===== src/rtl/gate_reduce_pipe.sv =====
// Two-stage pipelined reduction (OR/AND/XOR/NOR) of a WIDTH-bit vector with valid/ready flow control.
// Optional sticky accumulator of transferred results is built only when GATE_REDUCE_STICKY_EN is defined.
module gate_reduce_pipe #(
   parameter int WIDTH = 8
) (
   input  logic             clk,
   input  logic             rst,
   input  logic [WIDTH-1:0] a,
   input  logic [1:0]       op,
   input  logic             in_valid,
   output logic             in_ready,
   output logic             y,
   output logic             out_valid,
   input  logic             out_ready,
   input  logic             acc_clr,
   output logic             sticky
);

   localparam int NG = (WIDTH + 3) / 4;
   localparam int PW = NG * 4;

   typedef enum logic [1:0] {
      OP_OR  = 2'b00,
      OP_AND = 2'b01,
      OP_XOR = 2'b10,
      OP_NOR = 2'b11
   } op_e;

   // NOR shares the OR partial; the inversion happens only in stage 2.
   function automatic logic reduce4(input logic [3:0] g, input op_e o);
      case (o)
         OP_AND:  return &g;
         OP_XOR:  return ^g;
         default: return |g;
      endcase
   endfunction

   op_e             op_in;
   logic            en;
   logic [PW-1:0]   a_pad;
   logic [NG-1:0]   part_d, part_q;
   op_e             op1_q;
   logic            v1_q;
   logic            y_d, y_q;
   logic            v2_q;

   assign op_in     = op_e'(op);
   assign en        = !v2_q || out_ready;
   assign in_ready  = en;
   assign y         = y_q;
   assign out_valid = v2_q;

   // NOTE: every always_comb output gets a default first so no path can leave it unassigned and infer a latch.
   always_comb begin
      a_pad            = {PW{op_in == OP_AND}};
      a_pad[WIDTH-1:0] = a;
   end

   always_comb begin
      part_d = '0;
      for (int g = 0; g < NG; g++) begin
         part_d[g] = reduce4(a_pad[g*4 +: 4], op_in);
      end
   end

   always_comb begin
      y_d = 1'b0;
      case (op1_q)
         OP_AND:  y_d = &part_q;
         OP_XOR:  y_d = ^part_q;
         OP_NOR:  y_d = ~|part_q;
         default: y_d = |part_q;
      endcase
   end

   // NOTE: state uses non-blocking assignments so every register samples pre-edge values; the partial
   // registers are reset as well because y must never be X, even before the first beat.
   always_ff @(posedge clk or posedge rst) begin
      if (rst) begin
         v1_q   <= 1'b0;
         op1_q  <= OP_OR;
         part_q <= '0;
         v2_q   <= 1'b0;
         y_q    <= 1'b0;
      end else if (en) begin
         v1_q <= in_valid;
         v2_q <= v1_q;
         if (in_valid) begin
            part_q <= part_d;
            op1_q  <= op_in;
         end
         if (v1_q) begin
            y_q <= y_d;
         end
      end
   end

`ifdef GATE_REDUCE_STICKY_EN
   logic xfer;
   logic sticky_d, sticky_q;

   assign xfer   = v2_q && out_ready;
   assign sticky = sticky_q;

   // A clear in a transfer cycle still lets that cycle's y in.
   always_comb begin
      sticky_d = sticky_q;
      if (acc_clr) begin
         sticky_d = xfer && y_q;
      end else if (xfer && y_q) begin
         sticky_d = 1'b1;
      end
   end

   always_ff @(posedge clk or posedge rst) begin
      if (rst) begin
         sticky_q <= 1'b0;
      end else begin
         sticky_q <= sticky_d;
      end
   end
`else
   logic unused_acc_clr;

   assign unused_acc_clr = acc_clr;
   assign sticky         = 1'b0;
`endif

endmodule


===== config.mk =====
export PLATFORM = sky130hd
export DESIGN_NAME = gate_reduce_pipe
export DESIGN_NICKNAME = d
export VERILOG_FILES = /design/src/rtl/gate_reduce_pipe.sv
export SDC_FILE = /design/constraint.sdc
export NUM_CORES = 1
export LEC_CHECK = 0
export CAP_MARGIN = 30
export CELL_PAD_IN_SITES_DETAIL_PLACEMENT = 1
export CELL_PAD_IN_SITES_GLOBAL_PLACEMENT = 2
export CORE_UTILIZATION = 30
export CTS_BUF_LIST = sky130_fd_sc_hd__clkbuf_8
export DETAILED_ROUTE_END_ITERATION = 16
export PLACE_DENSITY_LB_ADDON = 0.08
export SYNTH_ARGS = -nofsm -noshare
export SYNTH_HDL_FRONTEND = slang
export SYNTH_SLANG_ARGS = --single-unit

===== constraint.sdc =====
create_clock -name clk -period 2.6 [get_ports clk]
set_input_delay 0.65 -clock clk [delete_from_list [all_inputs] [get_ports clk]]
set_output_delay 0.65 -clock clk [all_outputs]
set_load 0.005 [all_outputs]

Word level (Yosys, flattened, before mapping). Index checks and enable logic that the tools add are counted.

Register bits after elaboration: 7. Output and inout bits: 4.

Mux-type cells: 3. Equality and inequality tests: 5. Reductions and logical operators: 14.

Operator list (number): 4-bit AND reduction (2); 4-bit OR reduction (2); 4-bit XOR reduction (2); 2-bit equality test, second input constant (3); 2-bit AND reduction (3); 2-bit by 1-bit equality test with 1-bit output, second input constant (2); 1-bit one-hot mux with 2 select lines (2); 1-bit one-hot mux with 3 select lines (1); 1-bit zero test (2); 2-bit OR reduction (1); 2-bit XOR reduction (1); 1-bit logical OR (1).

Logic depth before layout (Yosys ltp).
Depth after elaboration: 3. Depth in mapped cells: 5. Depth with buffers taken out: 5.

Least setup slack after synthesis. No wires, ideal clock.

Kind: input-to-output. Start point: input out_ready. End point: output in_ready. Arrival: 897 ps. Setup slack: 1053 ps. Stages: 2. Path buffers: 1. Cell sequence: nand2b_4 -> buf_8.

Longest elaborated chain between the ends: 1.

RTL lines: from (decl) (line 14) `input logic out_ready,`; 1-bit logical OR (line 48) `assign en = !v2_q || out_ready;`; to (decl) (line 11) `output logic in_ready,`.

No other way between the ends.

Final worst setup path. Ends and elaborated chain as after synthesis.

==> flow_metrics.py <==
metrics = {
    "outcome": {
        "run_status": "finished, final reports clean",
    },
    "power": {
        "clkPwrFrac": 0.332,
        "p_per_area_nw_per_um2": 536.3,
        "power.leakage_uw": 0.0004272,
        "switching_share": 0.2725,
        "power_report.internal_total_uw": 322.7,
        "netSwitchingPower_uw": 120.9,
        "p_total_uw": 443.6,
        "comb_power_share": 0.327,
        "maximum_ir_drop_on_the_vdd_rail_v": 0.0003501,
        "sequentialPowerShare": 0.341,
    },
    "drt": {
        "remaining_drc_errors": 0,
        "drt_first_pass_iters": 4,
        "dr_total_vias": 472,
        "route.detailed.wl_per_inst_um": 10.59,
        "post_drt_via_cell_ratio": 4.495,
        "detail_route.wirelength_um": 1112,
        "drt.antenna.violating_nets": 0,
        "dr.first_iter.drc_count": 4,
    },
    "clocking": {
        "cts.repair_timing.setup_buffer_count": 0,
        "cts_max_level": 1,
        "cts_made_buffers": 3,
        "clkLatencyLatePin_ns": 0.22,
        "numClockSinks": 7,
        "reg_clk_slew_reported_paths_ns": 0.04,
        "ctsResizeCount": 0,
        "cts_hold_repair.buffers": 0,
        "ctsLongestPathBuffers": 2,
        "cts_tree": "built",
        "clockRootBuffer": "clkbuf_8",
    },
    "global_routing": {
        "groute.usage.overall": 0.1319,
        "grt_pass1_vias": 488,
        "antenna_found_initial": 0,
        "wire_length_of_the_first_global_routing_pass_um": 1994,
        "grt_max_degree": 8,
        "grt_ovf": 0,
    },
    "critical_path": {
        "cpLargestDelayFamily": "buffers and inverters",
        "rr_worst_depth": 5,
        "worst_setup_path_type": "in2out",
        "critPathCaptureType": "output port",
        "reg2reg_slack_ns": 1.30,
        "slowest_delay_ns": 0.49,
        "cp.arrival_ns": 1.70,
        "worst-path-max-fanout": 2,
        "critPathMostFrequentCell": "clkdlybuf4s50_1",
        "timing.critical_path.cells": "clkdlybuf4s50_1, nand2b_4, clkdlybuf4s50_1",
        "buffers_and_inverters_on_the_worst_path": 2,
        "critical_path.startpoint_type": "input pin",
        "worst_path_max_delay_cell": "clkdlybuf4s50_1",
        "worst-endpoint-required_ns": 1.95,
        "critical_path_cell_count": 3,
    },
    "logic_synthesis": {
        "cell_area_synth_um2": 605.6,
        "synthesis.yosys.warnings": 0,
        "postSynthNetCount": 88,
        "post_synth_num_cell_types": 20,
        "synth.ff_latch_count": 7,
        "netlist.area_leader.share": 0.2893,
        "netlist_instances": 61,
        "synthesis.area_per_instance_um2": 9.928,
        "synthTopCellsByArea": "dfrtp_1 (29%), ha_1 (25%), inv_1 (9.3%), mux2_4 (5.0%), nand3_1 (3.3%)",
        "ys_seq_area_frac": 0.2893,
        "post-synth-top-area-cell": "dfrtp_1",
    },
    "sta": {
        "worst_clock_skew_ns": 0.001100,
        "post-route-min-period_ns": 2.354,
        "worst_slack_ns": 0.2462,
        "achievable-frequency_mhz": 424.8,
        "final-setup-viol-count": 0,
        "unrepaired_setup_endpoints_after_global_routing": "false",
        "finalCritPeriodShare": 0.9053,
        "setup_total_negative_slack_ns": 0,
        "timing_hold_violations_final": 0,
        "finalMaxSlewViolations": 0,
    },
    "place": {
        "placement.setup.worst_slack_ns": 0.2437,
        "placed_area_um2": 782.0,
        "place.gp.congestion": 0.6517,
        "io_buffers": 16,
        "detailedPlacementHpwl_um": 953.9,
    },
    "floorplanning": {
        "die_width_um": 46.93,
        "die_h_um": 46.93,
        "core_region_area_um2": 1802,
        "starting_density": 0.3361,
        "floorplan.io_pins": 19,
        "floorplan.rows": 15,
        "die-area_um2": 2202,
    },
    "min_path": {
        "min-delay-path-class": "reg2reg",
        "min_delay_path_depth": 1,
    },
    "finish": {
        "layout.nets": 108,
        "syn2layout_area_growth_pct": 36.57,
        "drive_above_1_share": 0.1500,
        "antenna_diode_count": 0,
        "final_area_um2": 827.0,
        "fillCellCount": 225,
    },
    "flow_run": {
        "max_cap_viol_count": 0,
    },
}
-- final cells by class --
cell class	count	area (um2)	area share
Sequential cell	7	175.2	0.2118
Multi-Input combinational cell	37	351.6	0.4251
Inverter	15	56.30	0.06808
Clock inverter	1	3.754	0.004539
Timing Repair Buffer	17	167.7	0.2027
Tap cell	25	31.28	0.03782
Clock buffer	3	41.29	0.04992
-- sequential cells by signal, indices dropped and copies added (netlist names) --
name,cells
op1_q,2
out_valid,1
part_q,2
v1_q,1
y,1
-- layout by cell type, fill, tap and decap left out, types with 2 or more instances in the layout --
| cell | n |
|---|---|
| a31o_2 | 2 |
| clkbuf_8 | 3 |
| dfrtp_1 | 7 |
| mux2_4 | 2 |
| ha_1 | 12 |
| xor2_1 | 2 |
| clkdlybuf4s50_1 | 16 |
| o2bb2ai_1 | 2 |
| inv_1 | 16 |
| a21oi_1 | 3 |
| nand2_1 | 2 |
| nand3_1 | 4 |
-- through the flow --
step	std cells	util	hold slack, ns
global route	105	0.4590	0.5347
finish	105	0.4590	0.5174
floorplan	61	-	0.4534
CTS	105	0.4590	0.5172
global placement	101	0.4340	0.5037
detailed placement	101	0.4340	0.5105
-- layer usage --
| layer | GRT usage | wire (um) | vias to the layer above |
|---|---|---|---|
| met4 | 0.03429 | 7 | 0 |
| met1 | 0.1557 | 527 | 223 |
| met3 | 0.05769 | 64 | 2 |
| met2 | 0.2194 | 513 | 12 |
| met5 | 0 | 0 | - |
| li1 | - | - | 235 |
-- Yosys cell counts --
cell	n
a211o_1	1
a31o_2	2
a41oi_2	1
nand2b_4	1
buf_4	1
nand2_1	2
nand2_4	1
o21ai_0	1
mux2_4	2
nor2b_1	1
o2bb2ai_1	2
inv_1	15
xor2_1	2
conb_1	1
mux2_2	1
buf_8	1
nand3_1	4
dfrtp_1	7
a21oi_1	3
ha_1	12
-- power by group through the flow --
stage	logic, uW	clock network (uW)	registers, uW
4_1_cts	149	152	152
3_5_place_dp	148	0	153
2_1_floorplan	90.2	0	150
6_report	145	147	151
5_1_grt	165	158	156
3_3_place_gp	145	0	152
-- final timing paths --
path | from | to
worst max-delay path | out_ready | in_ready
worst min-delay path | part_q[1] | part_q[1]
worst max register to register | part_q[0] | y
worst min register to register | part_q[1] | part_q[1]
max in group asynchronous | rst | out_valid
min in group asynchronous | rst | part_q[0]
-- worst register-to-register path: stages (launching register included) --
cell and delay (ns):
dfrtp_1 0.37, inv_1 0.06, ha_1 0.28, mux2_2 0.26
nand2_1 0.08, a41oi_2 0.11
-- cell families (layout without fill, tap and decap cells) --
group           count (synthesis)  after routing  synth area share
fa+ha+maj                      12             12            0.2479
flops                           7              7            0.2893
other cells                     1              1          0.006192
buf+inv                        17             36            0.1302
compound gates                 10             10            0.1322
mux                             3              3           0.06818
xor+xnor                        2              2           0.02893
simple gates                    9              9           0.09711
(Power assumes the default switching activity.)
